<file path="src/rtl/nphy_toggle_cal_sequencer.sv">
// Toggle-mode NAND command/address latch sequencer: one CLE/ALE byte per request, WE pulse, optional CE chaining.
// Optional feature macro NPHY_CAL_WAY_SWITCH_GUARD_EN adds a one-cycle all-CE-high SWITCH state on held-way changes.
module nphy_toggle_cal_sequencer #(
    parameter int NumberOfWays  = 4,
    parameter int WEPulseCycles = 2,
    parameter int WEHoldCycles  = 2
) (
    input  logic                    iSystemClock,
    input  logic                    iReset_n,
    input  logic                    iValid,
    output logic                    oReady,
    input  logic [NumberOfWays-1:0] iTargetWay,
    input  logic [7:0]              iCmdAddr,
    input  logic                    iIsAddress,
    input  logic                    iLast,
    output logic                    oDone,
    output logic [NumberOfWays-1:0] oCEToNAND,
    output logic                    oWEToNAND,
    output logic                    oALEToNAND,
    output logic                    oCLEToNAND,
    output logic [7:0]              oDQToNAND,
    output logic [7:0]              oDQOutEnable,
    output logic                    oDQSOutEnable
);

    localparam logic [3:0] PulseLoad = 4'(WEPulseCycles - 1);
    localparam logic [3:0] HoldLoad  = 4'(WEHoldCycles - 1);

`ifdef NPHY_CAL_WAY_SWITCH_GUARD_EN
    typedef enum logic [2:0] {IDLE, SWITCH, SETUP, WE_LOW, WE_HIGH, RELEASE} state_t;
`else
    typedef enum logic [2:0] {IDLE, SETUP, WE_LOW, WE_HIGH, RELEASE} state_t;
`endif

    state_t                  state, state_nxt;
    logic [3:0]              cnt, cnt_nxt;
    logic [NumberOfWays-1:0] way_q;
    logic [7:0]              dq_q;
    logic                    addr_q;
    logic                    last_q;
    logic                    held, held_nxt;
    logic [NumberOfWays-1:0] sel_way;
    logic                    accept;

    // Isolate the lowest set bit; an empty request falls back to way 0.
    function automatic logic [NumberOfWays-1:0] lowest_way(input logic [NumberOfWays-1:0] req);
        if (req == '0) return NumberOfWays'(1);
        return req & (~req + NumberOfWays'(1));
    endfunction

    assign sel_way       = lowest_way(iTargetWay);
    assign accept        = (state == IDLE) && iValid;
    assign oDQToNAND     = dq_q;
    assign oDQSOutEnable = 1'b1;

    // NOTE: sequential state uses non-blocking assignments so every register samples pre-edge values.
    always_ff @(posedge iSystemClock or negedge iReset_n) begin
        if (!iReset_n) begin
            state  <= IDLE;
            cnt    <= '0;
            way_q  <= '0;
            dq_q   <= 8'h00;
            addr_q <= 1'b0;
            last_q <= 1'b0;
            held   <= 1'b0;
        end else begin
            state <= state_nxt;
            cnt   <= cnt_nxt;
            held  <= held_nxt;
            if (accept) begin
                way_q  <= sel_way;
                dq_q   <= iCmdAddr;
                addr_q <= iIsAddress;
                last_q <= iLast;
            end
        end
    end

    // NOTE: every output and next-state term gets a default first so no latch is inferred.
    always_comb begin
        state_nxt    = state;
        cnt_nxt      = cnt;
        held_nxt     = held;
        oReady       = 1'b0;
        oDone        = 1'b0;
        oCEToNAND    = '1;
        oWEToNAND    = 1'b1;
        oALEToNAND   = 1'b0;
        oCLEToNAND   = 1'b0;
        oDQOutEnable = 8'hFF;

        unique case (state)
            IDLE: begin
                oReady = 1'b1;
                if (held) oCEToNAND = ~way_q;
                if (iValid) begin
`ifdef NPHY_CAL_WAY_SWITCH_GUARD_EN
                    state_nxt = (held && (sel_way != way_q)) ? SWITCH : SETUP;
`else
                    state_nxt = SETUP;
`endif
                end
            end
`ifdef NPHY_CAL_WAY_SWITCH_GUARD_EN
            SWITCH: begin
                state_nxt = SETUP;
            end
`endif
            SETUP, WE_LOW, WE_HIGH: begin
                oCEToNAND    = ~way_q;
                oALEToNAND   = addr_q;
                oCLEToNAND   = ~addr_q;
                oDQOutEnable = 8'h00;
                if (state == SETUP) begin
                    state_nxt = WE_LOW;
                    cnt_nxt   = PulseLoad;
                end else if (state == WE_LOW) begin
                    oWEToNAND = 1'b0;
                    if (cnt == 4'd0) begin
                        state_nxt = WE_HIGH;
                        cnt_nxt   = HoldLoad;
                    end else begin
                        cnt_nxt = cnt - 4'd1;
                    end
                end else if (cnt == 4'd0) begin
                    // Last hold cycle: a non-final byte keeps its CE low through IDLE.
                    oDone     = 1'b1;
                    state_nxt = last_q ? RELEASE : IDLE;
                    held_nxt  = ~last_q;
                end else begin
                    cnt_nxt = cnt - 4'd1;
                end
            end
            RELEASE: begin
                held_nxt  = 1'b0;
                state_nxt = IDLE;
            end
            default: state_nxt = IDLE;
        endcase
    end

endmodule

</file>
<file path="config.mk">
export PLATFORM = sky130hd
export DESIGN_NAME = nphy_toggle_cal_sequencer
export DESIGN_NICKNAME = d
export VERILOG_FILES = /design/src/rtl/nphy_toggle_cal_sequencer.sv
export SDC_FILE = /design/constraint.sdc
export NUM_CORES = 1
export LEC_CHECK = 0
export BUFFER_PORTS_ARGS = -buffer_cell sky130_fd_sc_hd__buf_2
export CAP_MARGIN = 20
export CORE_MARGIN = 2
export CORE_UTILIZATION = 43
export CTS_CLUSTER_DIAMETER = 150
export CTS_CLUSTER_SIZE = 25
export DETAILED_ROUTE_END_ITERATION = 8
export GPL_ROUTABILITY_DRIVEN = 0
export PLACE_DENSITY = 0.79
export SLEW_MARGIN = 20
export SYNTH_ARGS = -nofsm -noshare
export SYNTH_HDL_FRONTEND = slang
export SYNTH_SLANG_ARGS = --single-unit
export TNS_END_PERCENT = 30
</file>
<file path="constraint.sdc">
create_clock -name iSystemClock -period 1.35 [get_ports iSystemClock]
set_input_delay 0.2025 -clock iSystemClock [delete_from_list [all_inputs] [get_ports iSystemClock]]
set_output_delay 0.2025 -clock iSystemClock [all_outputs]
set_load 0.02 [all_outputs]
</file>
==> results.yml <==
timing:
  finalHoldViolCount: 0
  finClkSkew_ps: 3.97
  grt_setup_unrepaired: "true"
  setup_viol: 38
  drv_slew: 0
  layout_min_cycle_time_ps: 1710
  setup_ws_ps: -360
  fin_crit_sh_pct: 127
  max_freq_mhz: 585
status:
  status: "finished with violations"
  violations: "setup timing"
global_route:
  grt_pass1_vias: 1066
  grt_use_met3_pct: 3.95
  use_met2_pct: 33.2
  gr-total-overflow: 0
  grt_pass1_wl_mm: 4.97
  grt_max_degree: 23
  antenna_found_initial: 0
  top_usage_layer: "met2"
  met1_usage_pct: 26.0
  grt.total_usage_pct: 19.8
floorplanning:
  design.die.area_sq_um: 3100
  start_util_pct: 45.9
  die_w_microns: 55.7
  num_rows: 18
  die_y_microns: 55.7
  pin_count: 43
  core_area_sq_um: 2500
finish:
  fin_util_pct: 72.1
  mostFrequentLayoutCell: "buf_2"
  n_antenna_cell: 0
  drive_gt1_share_pct: 59.0
  layout.nets: 187
  mostFrequentLayoutCells: "buf_2, buf_6, dfrtp_1"
  syn2layout_area_growth_pct: 56.9
  postLayoutCellArea_sq_um: 1800
  fill_cells: 181
worst_setup_path:
  worst_setup_path_end_kind: "output pin"
  crit_type: "flip-flop to output pin"
  crit_buf_inv: 2
  crit_path_start_kind: "flip-flop"
  path_max_fanout: 2
  reg2reg_slack_ps: -300
  crit_end: "oDone"
  cpMaxStageDelayCell: "dfrtp_1"
  critical_path_depth: 5
  crit_family: "simple AND/OR/NAND/NOR gates"
  arrival_ps: 1510
  rr_endpoint: "state[0]"
  cp-startpoint: "cnt[0]"
  cp_data_required_time_ps: 1150
  slowest_delay_ps: 420
  rr_worst_depth: 8
  path_cells: "inv_2, ha_4, nor3b_4, and3_4, buf_6"
  regToRegStartpoint: "cnt[0]"
synth:
  ys_top_cells_by_area: "dfrtp_1, mux2_1, buf_4, nand2_1, nor2_1"
  avgSynthCellArea_sq_um: 10.7
  yosysTopAreaCellShare_pct: 47.9
  async_flop_share_pct: 100
  syn_nets: 126
  yosysTopAreaCell: "dfrtp_1"
  ys_seq_elements: 22
  synth-edff-count: 0
  yosysSeqAreaShare_pct: 47.9
  syn_inst: 107
  netlist_area_sq_um: 1150
  synth_warnings: 0
  synth_top_flop_cell: "dfrtp_1"
  ys_types: 36
route:
  viasPerCell: 5.37
  drc: 0
  drt-pass1-iter-count: 4
  drtIter0Drc: 12
  routedWlPerCell_microns: 15.2
  vias: 1053
  routed_wl_mm: 2.98
  antenna_left: 0
placement:
  dpl_cell_area_sq_um: 1460
  pre_cts_ws_ps: -221
  hpwlAfterDp_mm: 1.88
  portBuffers: 41
power:
  peakVddDrop_v: 0.00160
  powerDensity_nw_per_um2: 2640
  cellLeakagePower_nw: 0.851
clock_tree:
  worstSkewPairLatency_ps: 300
  cts-root-buf: "clkbuf_4"
  htreeDepth: 1
  cts_sinks: 22
  cts_tree: "yes"
  cts_buffer_depth: 2
  numCtsBuffers: 3
  clk_pin_slew_ps: 120
hold_path:
  hold_class: "input port to flip-flop"
job:
  maxCapViolCount: 0
cells by family after synthesis:
| group | after synthesis | synth area share, % |
|---|---|---|
| flops | 22 | 47.9 |
| mux | 10 | 9.70 |
| compound gates | 16 | 10.6 |
| buf+inv | 20 | 10.7 |
| fa+ha+maj | 2 | 2.18 |
| other cells | 1 | 0.326 |
| simple gates | 36 | 18.6 |
worst min-delay path: stages:
cell,delay [ps]
buf_2,80
nand2_2,50
o21ai_2,40
stage by stage:
step           setup TNS [ps]  std cells  hold slack, ps  power, mW
2_1_floorplan            -273        107           -93.1       2.79
3_3_place_gp            -1090        181             192       3.44
3_5_place_dp            -1960        181             198       3.53
4_1_cts                 -5370        194             108       4.46
5_1_grt                 -8730        196             104       5.02
6_report                -5860        196             101       4.75
worst min-delay path by stage:
stage / from / endpoint / slack (ps) / cells past startpoint
global route: iIsAddress / addr_q / 100 / 3
CTS: iLast / last_q / 110 / 2
finish: iIsAddress / addr_q / 100 / 3
floorplan: iReset_n / addr_q / -90 / 0
detailed placement: iReset_n / cnt[2] / 200 / 1
global placement: iReset_n / state[1] / 190 / 1
power breakdown:
group	internal [mW]	total, mW	leakage, nW	switching, mW
combinational	1.61	3.22	0.572	1.61
sequential	0.978	1.24	0.265	0.261
clock	0.104	0.291	0.0138	0.187
total	2.69	4.75	0.851	2.06
synthesized netlist by cell type (all sizes together), types with 2 or more instances:
library cell / count
o21ai: 6
a31oi: 2
mux2: 9
dfrtp: 22
buf: 13
inv: 6
nand2: 10
nor2: 7
and4: 2
nor2b: 2
nor3: 5
ha: 2
what timing repair did:
item,4_1_cts,5_1_grt
setup endpoints to repair,39,39
hold buffers,1,0
setup buffers,8,2
pin swaps,14,7
endpoints found under the hold margin,22,0
gates resized for setup,46,15
gates cloned,1,0
state kept, by name (all words and copies together) (netlist names):
signal and count:
state 3, cnt 4, addr_q 1, last_q 1
held 1, oDQToNAND 8, way_q 4
area by class of cell:
class	instances	area [sq um]	share of cell area (%)
clock buffer	3	22.5	1.25
inverter	6	22.5	1.25
multi-input combinational	66	612	34.0
sequential	22	552	30.6
tap	30	37.5	2.08
timing repair buffer	69	556	30.8
routing by layer:
| metal | wire length (microns) | vias up |
|---|---|---|
| met5 | 0 | - |
| met4 | 60 | 0 |
| met3 | 163 | 6 |
| met2 | 1580 | 36 |
| met1 | 1180 | 521 |
| li1 | - | 490 |
Power figures use the tool's default switching activity.
